===== config.mk =====
export PLATFORM = sky130hd
export DESIGN_NAME = id_ex_stage
export DESIGN_NICKNAME = d
export VERILOG_FILES = /design/src/rtl/id_ex_stage.sv
export SDC_FILE = /design/constraint.sdc
export NUM_CORES = 1
export LEC_CHECK = 0
export ABC_CLOCK_PERIOD_IN_PS = 2900
export CAP_MARGIN = 10
export CORE_MARGIN = 4
export CORE_UTILIZATION = 42
export DETAILED_ROUTE_END_ITERATION = 6
export MAX_ROUTING_LAYER = met4
export PLACE_DENSITY = 0.81
export SYNTH_ARGS = -nofsm -noshare
export SYNTH_HDL_FRONTEND = slang
export SYNTH_SLANG_ARGS = --single-unit

===== constraint.sdc =====
create_clock -name clk_i -period 2.9 [get_ports clk_i]
set_input_delay 0.725 -clock clk_i [delete_from_list [all_inputs] [get_ports clk_i]]
set_output_delay 0.725 -clock clk_i [all_outputs]
set_load 0.005 [all_outputs]

===== src/rtl/id_ex_stage.sv =====
// ID/EX pipeline register with ALU-control decode, EX/MEM + MEM/WB operand
// forwarding and ALUSrc immediate select, feeding the ALU in the EX stage.
module id_ex_stage #(
  parameter int XLEN    = 32,
  parameter int RADDR_W = 5
) (
  input  logic               clk_i,
  input  logic               rst_i,
  input  logic               stall_i,
  input  logic               flush_i,
  input  logic               RegWrite_i,
  input  logic               MemtoReg_i,
  input  logic               MemRead_i,
  input  logic               MemWrite_i,
  input  logic               ALUSrc_i,
  input  logic [1:0]         ALUOp_i,
  input  logic [9:0]         funct_i,
  input  logic [XLEN-1:0]    RS1data_i,
  input  logic [XLEN-1:0]    RS2data_i,
  input  logic [XLEN-1:0]    imm_i,
  input  logic [RADDR_W-1:0] RS1addr_i,
  input  logic [RADDR_W-1:0] RS2addr_i,
  input  logic [RADDR_W-1:0] RDaddr_i,
  input  logic               EXMEM_RegWrite_i,
  input  logic [RADDR_W-1:0] EXMEM_RDaddr_i,
  input  logic [XLEN-1:0]    EXMEM_ALUres_i,
  input  logic               MEMWB_RegWrite_i,
  input  logic [RADDR_W-1:0] MEMWB_RDaddr_i,
  input  logic [XLEN-1:0]    MEMWB_WBdata_i,
  output logic [XLEN-1:0]    data1_o,
  output logic [XLEN-1:0]    data2_o,
  output logic [2:0]         ALUCtrl_o,
  output logic [XLEN-1:0]    storedata_o,
  output logic               RegWrite_o,
  output logic               MemtoReg_o,
  output logic               MemRead_o,
  output logic               MemWrite_o,
  output logic [RADDR_W-1:0] RDaddr_o,
  output logic               valid_o
);

  // ALU operation encodings seen by the downstream ALU.
  localparam logic [2:0] ALU_AND = 3'b000;
  localparam logic [2:0] ALU_XOR = 3'b001;
  localparam logic [2:0] ALU_SLL = 3'b010;
  localparam logic [2:0] ALU_ADD = 3'b011;
  localparam logic [2:0] ALU_SUB = 3'b100;
  localparam logic [2:0] ALU_MUL = 3'b101;
  localparam logic [2:0] ALU_ADDI = 3'b110;
  localparam logic [2:0] ALU_SRAI = 3'b111;

  localparam logic [1:0] OP_ITYPE = 2'b00;
  localparam logic [1:0] OP_MEM   = 2'b01;
  localparam logic [1:0] OP_RTYPE = 2'b10;

  // Operand source chosen by the forwarding unit, kept visible for checkers.
  typedef enum logic [1:0] {
    FWD_REG   = 2'b00,
    FWD_EXMEM = 2'b01,
    FWD_MEMWB = 2'b10
  } fwd_sel_e;

  logic [2:0]         alu_ctrl_d;
  logic [2:0]         alu_ctrl_q;
  logic               reg_write_q;
  logic               mem_to_reg_q;
  logic               mem_read_q;
  logic               mem_write_q;
  logic               alu_src_q;
  logic               valid_q;
  logic [XLEN-1:0]    rs1_data_q;
  logic [XLEN-1:0]    rs2_data_q;
  logic [XLEN-1:0]    imm_q;
  logic [RADDR_W-1:0] rs1_addr_q;
  logic [RADDR_W-1:0] rs2_addr_q;
  logic [RADDR_W-1:0] rd_addr_q;

  fwd_sel_e           fwd_a_sel;
  fwd_sel_e           fwd_b_sel;
  logic [XLEN-1:0]    fwd_a;
  logic [XLEN-1:0]    fwd_b;

  // ALU control decode from the ID-stage fields; registered with the stage.
  always_comb begin
    alu_ctrl_d = ALU_ADD;
    unique case (ALUOp_i)
      OP_RTYPE: begin
        unique case (funct_i)
          10'b0000000_111: alu_ctrl_d = ALU_AND;
          10'b0000000_100: alu_ctrl_d = ALU_XOR;
          10'b0000000_001: alu_ctrl_d = ALU_SLL;
          10'b0000000_000: alu_ctrl_d = ALU_ADD;
          10'b0100000_000: alu_ctrl_d = ALU_SUB;
          10'b0000001_000: alu_ctrl_d = ALU_MUL;
          default:         alu_ctrl_d = ALU_ADD;
        endcase
      end
      OP_ITYPE: begin
        unique case (funct_i[2:0])
          3'b000:  alu_ctrl_d = ALU_ADDI;
          3'b101:  alu_ctrl_d = ALU_SRAI;
          default: alu_ctrl_d = ALU_ADD;
        endcase
      end
      OP_MEM:  alu_ctrl_d = ALU_ADDI;
      default: alu_ctrl_d = ALU_ADD;
    endcase
  end

  // Capture priority: flush > stall > load. A flushed slot also zeroes the
  // source addresses so a bubble can never select a forwarded value.
  always_ff @(posedge clk_i or negedge rst_i) begin
    if (!rst_i) begin
      alu_ctrl_q   <= '0;
      reg_write_q  <= 1'b0;
      mem_to_reg_q <= 1'b0;
      mem_read_q   <= 1'b0;
      mem_write_q  <= 1'b0;
      alu_src_q    <= 1'b0;
      valid_q      <= 1'b0;
      rs1_data_q   <= '0;
      rs2_data_q   <= '0;
      imm_q        <= '0;
      rs1_addr_q   <= '0;
      rs2_addr_q   <= '0;
      rd_addr_q    <= '0;
    end else if (flush_i) begin
      alu_ctrl_q   <= '0;
      reg_write_q  <= 1'b0;
      mem_to_reg_q <= 1'b0;
      mem_read_q   <= 1'b0;
      mem_write_q  <= 1'b0;
      alu_src_q    <= 1'b0;
      valid_q      <= 1'b0;
      rs1_data_q   <= RS1data_i;
      rs2_data_q   <= RS2data_i;
      imm_q        <= imm_i;
      rs1_addr_q   <= '0;
      rs2_addr_q   <= '0;
      rd_addr_q    <= '0;
    end else if (!stall_i) begin
      alu_ctrl_q   <= alu_ctrl_d;
      reg_write_q  <= RegWrite_i;
      mem_to_reg_q <= MemtoReg_i;
      mem_read_q   <= MemRead_i;
      mem_write_q  <= MemWrite_i;
      alu_src_q    <= ALUSrc_i;
      valid_q      <= 1'b1;
      rs1_data_q   <= RS1data_i;
      rs2_data_q   <= RS2data_i;
      imm_q        <= imm_i;
      rs1_addr_q   <= RS1addr_i;
      rs2_addr_q   <= RS2addr_i;
      rd_addr_q    <= RDaddr_i;
    end
  end

  // Forwarding: the younger EX/MEM result wins over MEM/WB; x0 never forwards.
  always_comb begin
    fwd_a_sel = FWD_REG;
    fwd_b_sel = FWD_REG;
    if (EXMEM_RegWrite_i && (EXMEM_RDaddr_i != '0) && (EXMEM_RDaddr_i == rs1_addr_q))
      fwd_a_sel = FWD_EXMEM;
    else if (MEMWB_RegWrite_i && (MEMWB_RDaddr_i != '0) && (MEMWB_RDaddr_i == rs1_addr_q))
      fwd_a_sel = FWD_MEMWB;
    if (EXMEM_RegWrite_i && (EXMEM_RDaddr_i != '0) && (EXMEM_RDaddr_i == rs2_addr_q))
      fwd_b_sel = FWD_EXMEM;
    else if (MEMWB_RegWrite_i && (MEMWB_RDaddr_i != '0) && (MEMWB_RDaddr_i == rs2_addr_q))
      fwd_b_sel = FWD_MEMWB;
  end

  always_comb begin
    fwd_a = rs1_data_q;
    fwd_b = rs2_data_q;
    unique case (fwd_a_sel)
      FWD_EXMEM: fwd_a = EXMEM_ALUres_i;
      FWD_MEMWB: fwd_a = MEMWB_WBdata_i;
      default:   fwd_a = rs1_data_q;
    endcase
    unique case (fwd_b_sel)
      FWD_EXMEM: fwd_b = EXMEM_ALUres_i;
      FWD_MEMWB: fwd_b = MEMWB_WBdata_i;
      default:   fwd_b = rs2_data_q;
    endcase
  end

  assign data1_o     = fwd_a;
  assign data2_o     = alu_src_q ? imm_q : fwd_b;
  assign storedata_o = fwd_b;

  assign ALUCtrl_o  = alu_ctrl_q;
  assign RegWrite_o = reg_write_q;
  assign MemtoReg_o = mem_to_reg_q;
  assign MemRead_o  = mem_read_q;
  assign MemWrite_o = mem_write_q;
  assign RDaddr_o   = rd_addr_q;
  assign valid_o    = valid_q;

endmodule


# Word-level counts from Yosys, hierarchy flattened
# Index checks and enable logic that the tools add are counted.
# Widths: inputs -> output; s select.
# totals
regBits	120
inputBits	208
word_cells	76
# classes
eq_ne	17
mux	36
n_reduce_logical	10
# ops
operator	n
$mux 32	7
$pmux 32 s2	2
$mux 5	6
$eq 10x3->1 const B	2
$eq 5x5->1	4
$pmux 3 s5	1
$mux 1	12
$eq 10x1->1 const B	1
$eq 10x4->1 const B	1
$eq 10x9->1 const B	1
$reduce_bool 5->1	2
$pmux 3 s3	1
$mux 2	4
$eq 2x1->1 const B	3
$eq 2x2->1 const B	3
$logic_and 1x1->1	6
$mux 3	2
$pmux 3 s2	1
$eq 3x3->1 const B	1
$logic_not 3->1	1
$logic_not 2->1	1
$ne 2x1->1 const B	1

# Depth between registers and ports, before layout
# Gate-level depths: netlist (run 1).
# depth
ltp_word	8
ltp_mapped	7
ltp_nobuf	5

# Least setup slack after synthesis (run 1)
# No wires, ideal clock.
# synth_path
path_kind	input to output
from	input port MEMWB_RDaddr_i[1]
to	output port data1_o[13]
arrival_ns	2.169
required_ns	2.175
slack_ns	0.006
cell_stages	7
path_buffers	2
cell_sequence	or4_1 o21a_1 and4_1 buf_6 buf_6 mux2i_1 o21ai_0
# synth_between
elab_chain_len	7
elab_cells_between_ends	9
# synth_rtl
element	line_no	source
from (decl)	28	input logic [RADDR_W-1:0] MEMWB_RDaddr_i,
$reduce_bool 5->1	164	else if (MEMWB_RegWrite_i && (MEMWB_RDaddr_i != '0) && (MEMWB_RDaddr_i == rs1_addr_q))
$logic_and 1x1->1	164	
$logic_and 1x1->1 (*)	164	
$mux 2 (*)	164	
$mux 2 (*)	162	if (EXMEM_RegWrite_i && (EXMEM_RDaddr_i != '0) && (EXMEM_RDaddr_i == rs1_addr_q))
$eq 2x2->1 / $eq 2x1->1 (equally long branches)	175	unique case (fwd_a_sel)
$pmux 32 s2 (*)	175	
to (decl)	30	output logic [XLEN-1:0] data1_o,
# Every way passes the cells marked *; elsewhere a longest branch is shown, timed or not.

# Worst setup path after layout (run 1)
# layout_path
from	input port MEMWB_RDaddr_i[3]
to	output port data2_o[30]
# layout_between
elab_chain_len	8
elab_cells_between_ends	10
# layout_rtl
element	line_no	source
$reduce_bool 5->1	168	else if (MEMWB_RegWrite_i && (MEMWB_RDaddr_i != '0) && (MEMWB_RDaddr_i == rs2_addr_q))
$logic_and 1x1->1	168	
$logic_and 1x1->1 (*)	168	
$mux 2 (*)	168	
$mux 2 (*)	166	if (EXMEM_RegWrite_i && (EXMEM_RDaddr_i != '0) && (EXMEM_RDaddr_i == rs2_addr_q))
$eq 2x2->1 / $eq 2x1->1 (equally long branches)	180	unique case (fwd_b_sel)
$pmux 32 s2 (*)	180	
$mux 32 (*)	188	assign data2_o = alu_src_q ? imm_q : fwd_b;
to (decl)	31	output logic [XLEN-1:0] data2_o,
# Marks and branches as above.

==> results of run 1 <==
registers in the layout, indices dropped and copies added (netlist names), 3 cells and up:
signal      count
imm_q          32
rs1_data_q     32
rs2_data_q     32
RDaddr_o        5
rs1_addr_q      5
rs2_addr_q      5
ALUCtrl_o       3
critical path: cells and delay by family:
family / cells / cell delay, ns
xor gates and xnor gates: 1 / 0.16
and+or+nand+nor: 2 / 0.40
buffers and inverters: 6 / 0.83
muxes: 1 / 0.19
AOI/OAI and AO/OA: 1 / 0.28
layout by cell type, fill, tap and decap left out, drive strengths merged, types with 13 or more instances in the layout:
| cell type | instances |
|---|---|
| buf | 216 |
| clkdlybuf4s50 | 208 |
| dfrtp | 120 |
| mux2 | 85 |
| nor2 | 78 |
| nand2 | 69 |
| mux2i | 63 |
| o21ai | 45 |
| a221oi | 32 |
| clkbuf | 26 |
| o31ai | 22 |
| nor3 | 21 |
| and3 | 21 |
| inv | 15 |
| a21oi | 13 |
cell families after synthesis:
logic type / count (synthesis)
and+or+nand+nor: 202
muxes: 148
DFF: 120
AOI/OAI and AO/OA: 118
buffers and inverters: 70
xor gates and xnor gates: 23
routing by layer:
layer | vias up | share of wire (%) | track usage (%)
li1 | 3255 | - | -
met1 | 3570 | 38 | 36.0
met2 | 335 | 51 | 51.9
met3 | 76 | 7.6 | 7.39
met4 | 0 | 3.4 | 12.8
met5 | - | 0 | -
per-stage QoR:
stage | util [%] | setup TNS (ns)
2_1_floorplan | - | 0
3_3_place_gp | 67.2 | -95.36
3_5_place_dp | 67.2 | -98.67
4_1_cts | 77.2 | -27.30
5_1_grt | 79.7 | -33.17
6_report | 79.7 | -27.47
timing repair:
| item | 4_1_cts | 5_1_grt |
|---|---|---|
| pin swaps | 65 | 50 |
| endpoints found under the setup margin | 96 | 96 |
| setup buffers | 35 | 20 |
| endpoints found under the hold margin | 0 | 0 |
| cloned | 11 | 1 |
| gates resized for setup | 606 | 81 |
report_power, final:
part | switching, mW | internal [mW]
sequential | 0.108 | 1.81
clock | 0.787 | 1.41
combinational | 0.611 | 0.830
worst max-delay path by stage:
stage	from	endpoint	slack (ns)	cells past startpoint
after floorplan	MEMWB_RDaddr_i[1]	data1_o[13]	0.006	7
after global placement	MEMWB_RDaddr_i[4]	storedata_o[13]	-1.09	11
after detailed placement	MEMWB_RDaddr_i[3]	storedata_o[13]	-1.15	11
after CTS	MEMWB_RDaddr_i[4]	data2_o[21]	-0.41	10
after global routing	rs2_addr_q[4]$_DFFE_PN0P_	data2_o[30]	-0.48	9
final	MEMWB_RDaddr_i[3]	data2_o[30]	-0.43	11
area by class of cell:
type | count | area, µm² | area share, %
Clock buffer | 20 | 467 | 3.67
Clock inverter | 11 | 148 | 1.16
Sequential cell | 120 | 3010 | 23.6
Timing Repair Buffer | 434 | 4210 | 33.1
Tap cell | 216 | 270 | 2.13
Inverter | 15 | 56.3 | 0.443
Multi-Input combinational cell | 491 | 4550 | 35.8
Yosys cell counts, types with 2 or more instances:
library cell | instances | share of area, %
a21oi_1 | 13 | 0.95
a221oi_1 | 21 | 2.7
a221oi_2 | 11 | 2.4
and3_1 | 21 | 1.9
buf_2 | 6 | 0.44
buf_4 | 5 | 0.55
buf_6 | 5 | 0.82
clkbuf_1 | 39 | 2.1
dfrtp_1 | 120 | 44
inv_1 | 15 | 0.82
mux2_2 | 85 | 14
mux2i_1 | 63 | 9.2
nand2_1 | 69 | 3.8
nand3_1 | 2 | 0.15
nor2_1 | 78 | 4.3
nor3_1 | 21 | 1.5
o21ai_0 | 34 | 2.5
o21ai_1 | 10 | 0.73
o31ai_1 | 22 | 2.4
or4_1 | 2 | 0.22
xnor2_1 | 11 | 1.4
xor2_1 | 12 | 1.5
==> parameters.txt, run 1 <==
Parameter                              Value

CTS
  Clock sink total ... 120
  Root buffer cell ... clkbuf_16
  Worst-Skew Late Latency ... 0.41 ns
  H-tree depth ... 4
  TritonCTS clock tree ... done
  Clock-pin transition on the worst setup and hold timing paths ... 0.06 ns
  Number of CTS-inserted buffers ... 17
  Buffer levels on the longest clock path ... 2
  Total of hold buffers inserted after clock tree synthesis ... 0

Worst setup path
  Worst Path Max Fanout ... 7
  Cell seen most often among critical-path stages ... buf_12
  Crit path largest cell delay ... 0.28 ns
  Internal reg-to-reg setup slack ... 1.95 ns
  Worst Setup Path Type ... primary input to output port
  Slowest cell on crit path ... a221oi_2
  Cell chain of the critical path ... buf_6 -> buf_4 -> xor2_2 -> nor3_4 -> nand3_4 -> buf_12 -> buf_12 -> buf_8 -> mux2i_4 -> a221oi_2 -> buf_2
  Critical Path Start Type ... primary input
  Critical R2R Launch ... alu_src_q$_DFFE_PN0P_
  Cell count of the worst reg-to-reg path ... 3
  Endpoint class of the critical path ... output port
  Arrival @ worst endpoint ... 2.61 ns
  Worst reg2reg path endpoint ... alu_src_q$_DFFE_PN0P_
  Required time of the worst setup path ... 2.17 ns

STA
  Worst Max-Slew Pin Slew ... 0.519 ns
  Number of failing hold endpoints at the final stage ... 0
  Number of max-slew violations in the final report ... 0
  Worst clock skew on the final layout ... 0 ns
  Unrepaired setup endpoints after global routing ... yes
  Final Worst Setup Slack ... -0.430 ns
  Highest clock rate ... 300 MHz
  Min Hold Slack ... 0.292 ns
  Relative slew slack ... 65.4%
  Minimum period implied by the final worst setup slack ... 3.33 ns
  Setup Viol. Count Final ... 96
  Part of the cycle the worst path needs ... 115%

Drt
  Routed wirelength normalized by instance count ... 22.3 µm
  Total length of routed wires ... 29.2 mm
  Number of DRC violations after detailed-routing iteration 0 ... 391
  Post-DR vias/cell ... 5.54
  Via Count ... 7236
  Number of detailed-routing iterations run before antenna repair ... 5
  Number of nets with antenna violations after detailed routing ... 0
  DRC violations left ... 0

Synthesis
  Synthesized cell area ... 0.00686 mm²
  Share of synthesized area spent on multiplexers ... 23.1%
  Async SR Flop Fraction ... 100%
  Largest family of logic cells by synthesized area ... multiplexers
  Share of synthesized area occupied by flip-flops and latches ... 43.8%
  Cell count after synthesis ... 681
  Synth Flop Type ... dfrtp_1
  Simple-gate portion of the synthesized area ... 12.9%
  Share of the synthesized area in compound gates (AO/OA/AOI/OAI) ... 12.5%
  Synth cell types ... 38
  Adder-cell area share of the yosys netlist ... 0%
  Xor-xnor portion of the synthesized cell area ... 2.94%
  Mean cell area of the mapped netlist ... 10.1 µm²
  Count of synthesis-stage warnings from yosys ... 0
  Synthesized netlist net count ... 889
  Total of flip-flops plus latches after synthesis ... 120
  Number of flops mapped to enable cells by yosys ... 0

Cells and area
  Post-synthesis to final-layout area growth ... 85.3%
  Nets@finish ... 1287
  Fraction of final layout cells sized beyond drive strength 1 ... 42.9%
  Fillers ... 963
  Number of antenna diodes ... 0
  Area of all placed cells without fillers ... 0.0127 mm²
  Post-route non-filler standard cell count ... 1307

Placed design
  RePlAce Congestion ... 0.850
  Setup slack at placement ... -1.15 ns
  HPWL after detailed placement ... 18.2 mm
  Count of port buffers added during placement ... 316
  Post-Place Cell Area ... 0.0107 mm²
  Count of placed standard cells including taps ... 1222

Power
  Cell area power density ... 437 mW/mm²
  LEAKAGE ... 5.28 nW
  Total power consumption of the routed design ... 5.56 mW
  Highest ir drop seen on vdd ... 0.407 mV

Die
  Horiz. Die Dim ... 136 µm
  Area of the core ... 0.0159 mm²
  Initial Utilization ... 43.0%
  Die Outline Area ... 0.0184 mm²
  Number of rows created at floorplan ... 46
  Floorplan die height ... 136 µm
  Number of placed I/O pins ... 317

Global routing
  Total routing resource utilization after global routing ... 31.0%
  Initial antenna violation count ... 0
  Remaining Overflow, GRT ... 0
  Pin count of the biggest net entering global routing ... 48
  Vias in the first global route ... 7692
  First-pass GRT wire length ... 42.8 mm

Outcome
  Violations in the final reports ... negative setup slack
  Run status ... complete, but fails checks

Flow run
  Maximum Capacitance Violations ... 0

Worst hold path
  Hold Crit Class ... primary input to asynchronous set/reset pin
No activity file was read; power rests on OpenSTA's default activity.
==> run 2, diff against run 1 <==
--- a/config.mk
+++ b/config.mk
@@ -7,11 +7,13 @@
 export LEC_CHECK = 0
 export ABC_CLOCK_PERIOD_IN_PS = 2900
 export CAP_MARGIN = 10
+export CELL_PAD_IN_SITES_DETAIL_PLACEMENT = 1
+export CELL_PAD_IN_SITES_GLOBAL_PLACEMENT = 2
 export CORE_MARGIN = 4
-export CORE_UTILIZATION = 42
+export CORE_UTILIZATION = 24
 export DETAILED_ROUTE_END_ITERATION = 6
 export MAX_ROUTING_LAYER = met4
-export PLACE_DENSITY = 0.81
+export PLACE_DENSITY_LB_ADDON = 0.1
 export SYNTH_ARGS = -nofsm -noshare
 export SYNTH_HDL_FRONTEND = slang
 export SYNTH_SLANG_ARGS = --single-unit
==> parameters.txt, run 2 (synthesis gave the netlist of run 1 again) <==
Parameter                              Value

STA
  Highest clock rate ... 303 MHz
  Minimum period implied by the final worst setup slack ... 3.30 ns
  Unrepaired setup endpoints after global routing ... yes
  Setup Viol. Count Final ... 96
  Final Worst Setup Slack ... -0.404 ns
  Number of failing hold endpoints at the final stage ... 0
  Number of max-slew violations in the final report ... 0
  Part of the cycle the worst path needs ... 114%
  Relative slew slack ... 58.8%
  Worst Max-Slew Pin Slew ... 0.618 ns
  Worst clock skew on the final layout ... 0 ns

Global routing
  Vias in the first global route ... 7814
  Remaining Overflow, GRT ... 0
  Initial antenna violation count ... 6
  First-pass GRT wire length ... 50.3 mm
  Total routing resource utilization after global routing ... 22.3%
  Pin count of the biggest net entering global routing ... 57

Worst setup path
  Cell chain of the critical path ... buf_6 -> or4_4 -> o21ai_4 -> or3_4 -> buf_12 -> buf_8 -> clkbuf_16 -> buf_6 -> nor2_2 -> a21oi_2 -> buf_2
  Endpoint class of the critical path ... output port
  Arrival @ worst endpoint ... 2.58 ns
  Worst reg2reg path endpoint ... rs2_addr_q[3]$_DFFE_PN0P_
  Crit path largest cell delay ... 0.53 ns
  Internal reg-to-reg setup slack ... 1.97 ns
  Critical Path Start Type ... primary input
  Critical R2R Launch ... rs2_addr_q[3]$_DFFE_PN0P_
  Crit path launch ... EXMEM_RDaddr_i[2]
  Required time of the worst setup path ... 2.17 ns
  Cell count of the worst reg-to-reg path ... 3
  Worst Setup Path Type ... primary input to output port
  Slowest cell on crit path ... or4_4
  Top cell family by delay on the critical path ... simple AND/OR/NAND/NOR gates
  Capturing instance or port of the critical path ... storedata_o[21]
  Worst Path Max Fanout ... 5
  CP bufs+invs ... 6
  Cell seen most often among critical-path stages ... buf_6
  Number of gates on the worst path with buffers counted ... 11

Die
  Number of rows created at floorplan ... 61
  Die Outline Area ... 0.0313 mm²
  Area of the core ... 0.0280 mm²
  Number of placed I/O pins ... 317
  Initial Utilization ... 24.5%
  Floorplan die height ... 177 µm
  Horiz. Die Dim ... 177 µm

Drt
  Wire length on met3 ... 1.79 mm
  Total length of routed wires ... 34.8 mm
  Number of DRC violations after detailed-routing iteration 0 ... 338
  Top routing layer in use ... met4
  Post-DR vias/cell ... 4.73
  Wire length on met1 ... 14.3 mm
  DRC violations left ... 0
  Number of nets with antenna violations after detailed routing ... 0
  Routed wirelength normalized by instance count ... 23.2 µm
  Via Count ... 7103
  Met2 wire len ... 18.1 mm
  Number of detailed-routing iterations run before antenna repair ... 4

Cells and area
  Post-synthesis to final-layout area growth ... 97.4%
  Final design utilization ... 48.3%
  Fraction of final layout cells sized beyond drive strength 1 ... 49.8%
  Nets@finish ... 1314
  Area of the multi-input gates ... 0.00470 mm²
  Regs by FF count ... imm_q: 32 flops, rs1_data_q: 32 flops, rs2_data_q: 32 flops
  Combined flip-flop and latch cell area ... 0.00301 mm²
  Leading cell type in the layout, fill and taps excluded ... clkdlybuf4s50_1
  Leading cell types in the layout, fill and taps excluded ... clkdlybuf4s50_1 (208), dfrtp_1 (118), buf_2 (96)
  Fillers ... 3033

CTS
  Total of hold buffers inserted after clock tree synthesis ... 0
  TritonCTS clock tree ... done
  Clock sink total ... 120
  H-tree depth ... 4
  Worst-Skew Late Latency ... 0.42 ns
  Number of CTS-inserted buffers ... 17
  Buffer levels on the longest clock path ... 2
  Root buffer cell ... clkbuf_16
  Clock-pin transition on the worst setup and hold timing paths ... 0.06 ns

Power
  Cell area power density ... 413 mW/mm²
  Total power consumption of the routed design ... 5.60 mW
  LEAKAGE ... 5.65 nW
  Highest ir drop seen on vdd ... 0.288 mV

Placed design
  Setup slack at placement ... -1.13 ns
  Count of port buffers added during placement ... 316
  RePlAce Congestion ... 0.807
  HPWL after detailed placement ... 22.0 mm

Flow run
  Maximum Capacitance Violations ... 0

Outcome
  Violations in the final reports ... negative setup slack
  Run status ... complete, but fails checks

Worst hold path
  Hold Crit Class ... primary input to asynchronous set/reset pin
-- run 2: cell type report --
class	count	area share (%)
diodes	6	0.111
multi-input cells	491	34.7
flip-flops and latches	120	22.2
repair buffers	461	34.8
clock buffers	21	3.40
well taps	378	3.49
inverters	15	0.416
clock inverters	11	0.906
-- run 2: worst reg2reg max path: cells and delay by family (launching register included) --
kind,cells,cell delay (ns)
flip-flops,1,0.44
buffers and inverters,1,0.14
AND/OR/NAND/NOR,1,0.07
multiplexers,1,0.14
-- run 2: metrics by stage --
| stage | TNS [ns] | area [µm²] | instances | hold slack, ns |
|---|---|---|---|---|
| after global placement | -94.66 | 10900 | 1385 | 0.491 |
| final | -28.43 | 13500 | 1503 | 0.269 |
| after CTS | -33.35 | 13100 | 1485 | 0.303 |
| after global routing | -34.20 | 13500 | 1503 | 0.301 |
| after floorplan | 0 | 6860 | 681 | 0.429 |
| after detailed placement | -97.51 | 10900 | 1385 | 0.497 |
-- run 2: repair_timing --
item                                    CTS  global route
pin swaps                                73            57
buffers inserted                         49            22
resized for setup                       664           120
cloned                                   23             2
endpoints found under the setup margin   96            96
-- run 2: how the worst min path moves through the flow --
stage / startpoint / endpoint / slack (ns) / cells after the start
global placement: rs2_data_q[3]$_DFFE_PN0P_ / rs2_data_q[3]$_DFFE_PN0P_ / 0.49 / 1
detailed placement: imm_q[10]$_DFFE_PN0P_ / imm_q[10]$_DFFE_PN0P_ / 0.50 / 1
floorplan: rst_i / ALUCtrl_o[0]$_DFFE_PN0P_ / 0.43 / 0
global route: rst_i / imm_q[21]$_DFFE_PN0P_ / 0.30 / 1
finish: rst_i / imm_q[21]$_DFFE_PN0P_ / 0.27 / 1
CTS: rst_i / imm_q[21]$_DFFE_PN0P_ / 0.30 / 1
-- run 2: routing by layer --
layer | global-route usage, % | vias up
li1 | - | 3320
met1 | 26.6 | 3559
met2 | 38.4 | 192
met3 | 5.04 | 32
met4 | 5.19 | 0
met5 | - | -
-- run 2: power breakdown --
group | leakage (nW) | internal, mW | switching, mW
combinational | 3.92 | 0.883 | 0.653
clock | 0.287 | 1.31 | 0.844
sequential | 1.44 | 1.81 | 0.0975
total | 5.65 | 4.00 | 1.59
==> run 3, diff against run 2 <==
--- a/config.mk
+++ b/config.mk
@@ -5,12 +5,13 @@
 export SDC_FILE = /design/constraint.sdc
 export NUM_CORES = 1
 export LEC_CHECK = 0
+export ABC_AREA = 1
 export ABC_CLOCK_PERIOD_IN_PS = 2900
 export CAP_MARGIN = 10
 export CELL_PAD_IN_SITES_DETAIL_PLACEMENT = 1
 export CELL_PAD_IN_SITES_GLOBAL_PLACEMENT = 2
 export CORE_MARGIN = 4
-export CORE_UTILIZATION = 24
+export CORE_UTILIZATION = 22
 export DETAILED_ROUTE_END_ITERATION = 6
 export MAX_ROUTING_LAYER = met4
 export PLACE_DENSITY_LB_ADDON = 0.1
==> parameters.txt, run 3 <==
Parameter                              Value

Cells and area
  Nets@finish ... 1594
  Fillers ... 3677
  Regs by FF count ... imm_q: 32 flops, rs1_data_q: 32 flops, rs2_data_q: 32 flops
  Fraction of final layout cells sized beyond drive strength 1 ... 35.6%
  Leading cell types in the layout, fill and taps excluded ... nand2_1 (451), clkdlybuf4s50_1 (207), dfrtp_1 (116), nand3_2 (116), buf_6 (83)
  Post-synthesis to final-layout area growth ... 92.5%
  Leading cell type in the layout, fill and taps excluded ... nand2_1

STA
  Worst Max-Slew Pin Slew ... 0.664 ns
  Final Worst Setup Slack ... -0.122 ns
  Number of failing hold endpoints at the final stage ... 0
  Part of the cycle the worst path needs ... 104%
  Unrepaired setup endpoints after global routing ... yes
  Setup Viol. Count Final ... 46
  Minimum period implied by the final worst setup slack ... 3.02 ns
  Highest clock rate ... 331 MHz
  Worst clock skew on the final layout ... 0 ns
  Number of max-slew violations in the final report ... 0
  Relative slew slack ... 55.7%

Drt
  DRC violations left ... 0
  Number of detailed-routing iterations run before antenna repair ... 5
  Number of nets with antenna violations after detailed routing ... 0
  Total length of routed wires ... 38.8 mm
  Via Count ... 8209
  Routed wirelength normalized by instance count ... 21.1 µm
  Post-DR vias/cell ... 4.46
  Number of DRC violations after detailed-routing iteration 0 ... 335

Worst setup path
  Arrival @ worst endpoint ... 2.30 ns
  Critical R2R Launch ... alu_src_q$_DFFE_PN0P_
  Crit path largest cell delay ... 0.21 ns
  Endpoint class of the critical path ... output port
  Worst Setup Path Type ... primary input to output port
  Worst reg2reg path endpoint ... alu_src_q$_DFFE_PN0P_
  Cell chain of the critical path ... buf_4 -> xor2_1 -> nor3_2 -> nand2_2 -> buf_12 -> buf_8 -> buf_8 -> buf_16 -> buf_6 -> nand3_2 -> nand3_2 -> buf_2
  Worst Path Max Fanout ... 7
  Required time of the worst setup path ... 2.17 ns
  Internal reg-to-reg setup slack ... 1.99 ns
  Slowest cell on crit path ... nor3_2
  Critical Path Start Type ... primary input
  Cell count of the worst reg-to-reg path ... 3

Power
  Seq pwr share ... 34.6%
  LEAKAGE ... 6.49 nW
  Highest ir drop seen on vdd ... 0.390 mV
  Share of total power in combinational logic ... 28.2%
  Cell area power density ... 402 mW/mm²
  Clock network fraction of design power ... 37.2%
  Switching fraction of total power ... 30.2%
  Switching Power ... 1.67 mW
  Total power consumption of the routed design ... 5.53 mW
  Design internal power ... 3.86 mW

Placed design
  RePlAce Congestion ... 0.829
  Setup slack at placement ... -0.871 ns
  Count of port buffers added during placement ... 316
  HPWL after detailed placement ... 26.4 mm

Synthesis
  Most common cell in the synthesized netlist ... nand2_1
  Share of synthesized area occupied by flip-flops and latches ... 42.0%
  Cell count after synthesis ... 990
  Number of flops mapped to enable cells by yosys ... 0
  Async SR Flop Fraction ... 100%
  Synth cell types ... 33
  Total of flip-flops plus latches after synthesis ... 120
  Most instantiated cells after synthesis ... nand2_1 (495), nand3_1 (157), dfrtp_1 (120)
  Synth top area share ... 42.0%
  Cells taking the most area after synthesis ... dfrtp_1 (42%), nand2_1 (26%), nand3_1 (11%), nand3_2 (6.0%), a22o_1 (1.6%)
  Cell taking the most area after synthesis ... dfrtp_1
  Synthesized cell area ... 0.00714 mm²
  Count of synthesis-stage warnings from yosys ... 0
  Mean cell area of the mapped netlist ... 7.22 µm²
  Synth Flop Type ... dfrtp_1
  Synthesized netlist net count ... 1198

Die
  Area of the core ... 0.0318 mm²
  Die Outline Area ... 0.0354 mm²
  Initial Utilization ... 22.5%
  Number of rows created at floorplan ... 65
  Floorplan die height ... 188 µm
  Number of placed I/O pins ... 317
  Horiz. Die Dim ... 188 µm

Global routing
  Remaining Overflow, GRT ... 0
  Vias in the first global route ... 8883
  Pin count of the biggest net entering global routing ... 113
  Total routing resource utilization after global routing ... 22.0%
  Initial antenna violation count ... 8
  First-pass GRT wire length ... 57.7 mm

CTS
  TritonCTS clock tree ... done
  Clock-pin transition on the worst setup and hold timing paths ... 0.06 ns
  Worst-Skew Late Latency ... 0.42 ns
  Buffer levels on the longest clock path ... 2
  Root buffer cell ... clkbuf_16
  H-tree depth ... 4
  Clock sink total ... 120
  Total of hold buffers inserted after clock tree synthesis ... 0
  Number of CTS-inserted buffers ... 17

Flow run
  Maximum Capacitance Violations ... 0

Outcome
  Violations in the final reports ... negative setup slack
  Run status ... complete, but fails checks

Worst hold path
  Hold Crit Class ... primary input to asynchronous set/reset pin
[run 3: metrics by stage]
step           hold WS, ns  instances  util, %  area [µm²]  TNS, ns
2_1_floorplan        0.429        990        -        7140        0
3_3_place_gp         0.463       1731     34.8       11100   -71.11
3_5_place_dp         0.465       1731     34.8       11100   -72.89
4_1_cts              0.326       1817     40.1       12800    -8.53
5_1_grt              0.348       1840     43.2       13700   -10.39
6_report             0.296       1841     43.2       13700    -2.21
[run 3: cell type report]
| cell class | instances | area (µm²) | share of cell area [%] |
|---|---|---|---|
| repair buffers | 439 | 4680 | 34.0 |
| clock buffers | 22 | 474 | 3.45 |
| well taps | 435 | 544 | 3.96 |
| inverters | 31 | 141 | 1.03 |
| flip-flops and latches | 120 | 3010 | 21.9 |
| clock inverters | 8 | 73.8 | 0.537 |
| multi-input cells | 777 | 4810 | 35.0 |
| diodes | 9 | 22.5 | 0.164 |
[run 3: worst max-delay path by stage]
stage                                   start          end  slack, ns
detailed placement          EXMEM_RDaddr_i[2]  data1_o[29]      -0.87
global placement            EXMEM_RDaddr_i[2]   data1_o[1]      -0.86
global route        rs1_addr_q[0]$_DFFE_PN0P_  data1_o[22]      -0.25
finish                      EXMEM_RDaddr_i[2]  data1_o[22]      -0.12
CTS                 rs2_addr_q[0]$_DFFE_PN0P_  data2_o[27]      -0.25
floorplan                   EXMEM_RDaddr_i[0]  data2_o[10]       0.47
[run 3: what timing repair did]
| action | in CTS | in global routing |
|---|---|---|
| setup buffers | 46 | 25 |
| setup endpoints to repair | 96 | 96 |
| resized for setup | 554 | 250 |
| pin swaps | 61 | 73 |
| cloned | 13 | 2 |
[run 3: kinds of logic (layout without fill, tap and decap cells)]
logic type / count (synthesis) / count (layout) / share of synthesized area, %
AOI/OAI and AO/OA: 26 / 26 / 2.50
xor gates and xnor gates: 15 / 15 / 1.94
buffers and inverters: 93 / 500 / 7.23
DFF: 120 / 120 / 42.0
other: 0 / 9 / 0
and+or+nand+nor: 736 / 736 / 46.3
[run 3: worst max-delay path, delay by kind of cell]
family	cells	cell delay, ns
xor+xnor	1	0.18
simple gates	4	0.44
buf+inv	7	0.95
[run 3: routing by layer]
metal | routed length [µm] | vias up | global-route usage (%) | share of wire [%]
li1 | - | 3979 | - | -
met2 | 19200 | 217 | 36.2 | 49
met1 | 16900 | 3989 | 27.6 | 43
met3 | 2270 | 24 | 5.54 | 5.8
met4 | 478 | 0 | 4.88 | 1.2
met5 | 0 | - | - | 0
[run 3: power by group through the flow]
stage | Sequential, mW | Clock, mW | Combinational, mW
final | 1.91 | 2.06 | 1.56
after global routing | 1.93 | 2.20 | 1.70
after CTS | 1.90 | 2.13 | 1.41
after detailed placement | 1.92 | 0 | 1.39
after global placement | 1.92 | 0 | 1.39
after floorplan | 1.89 | 0 | 0.471
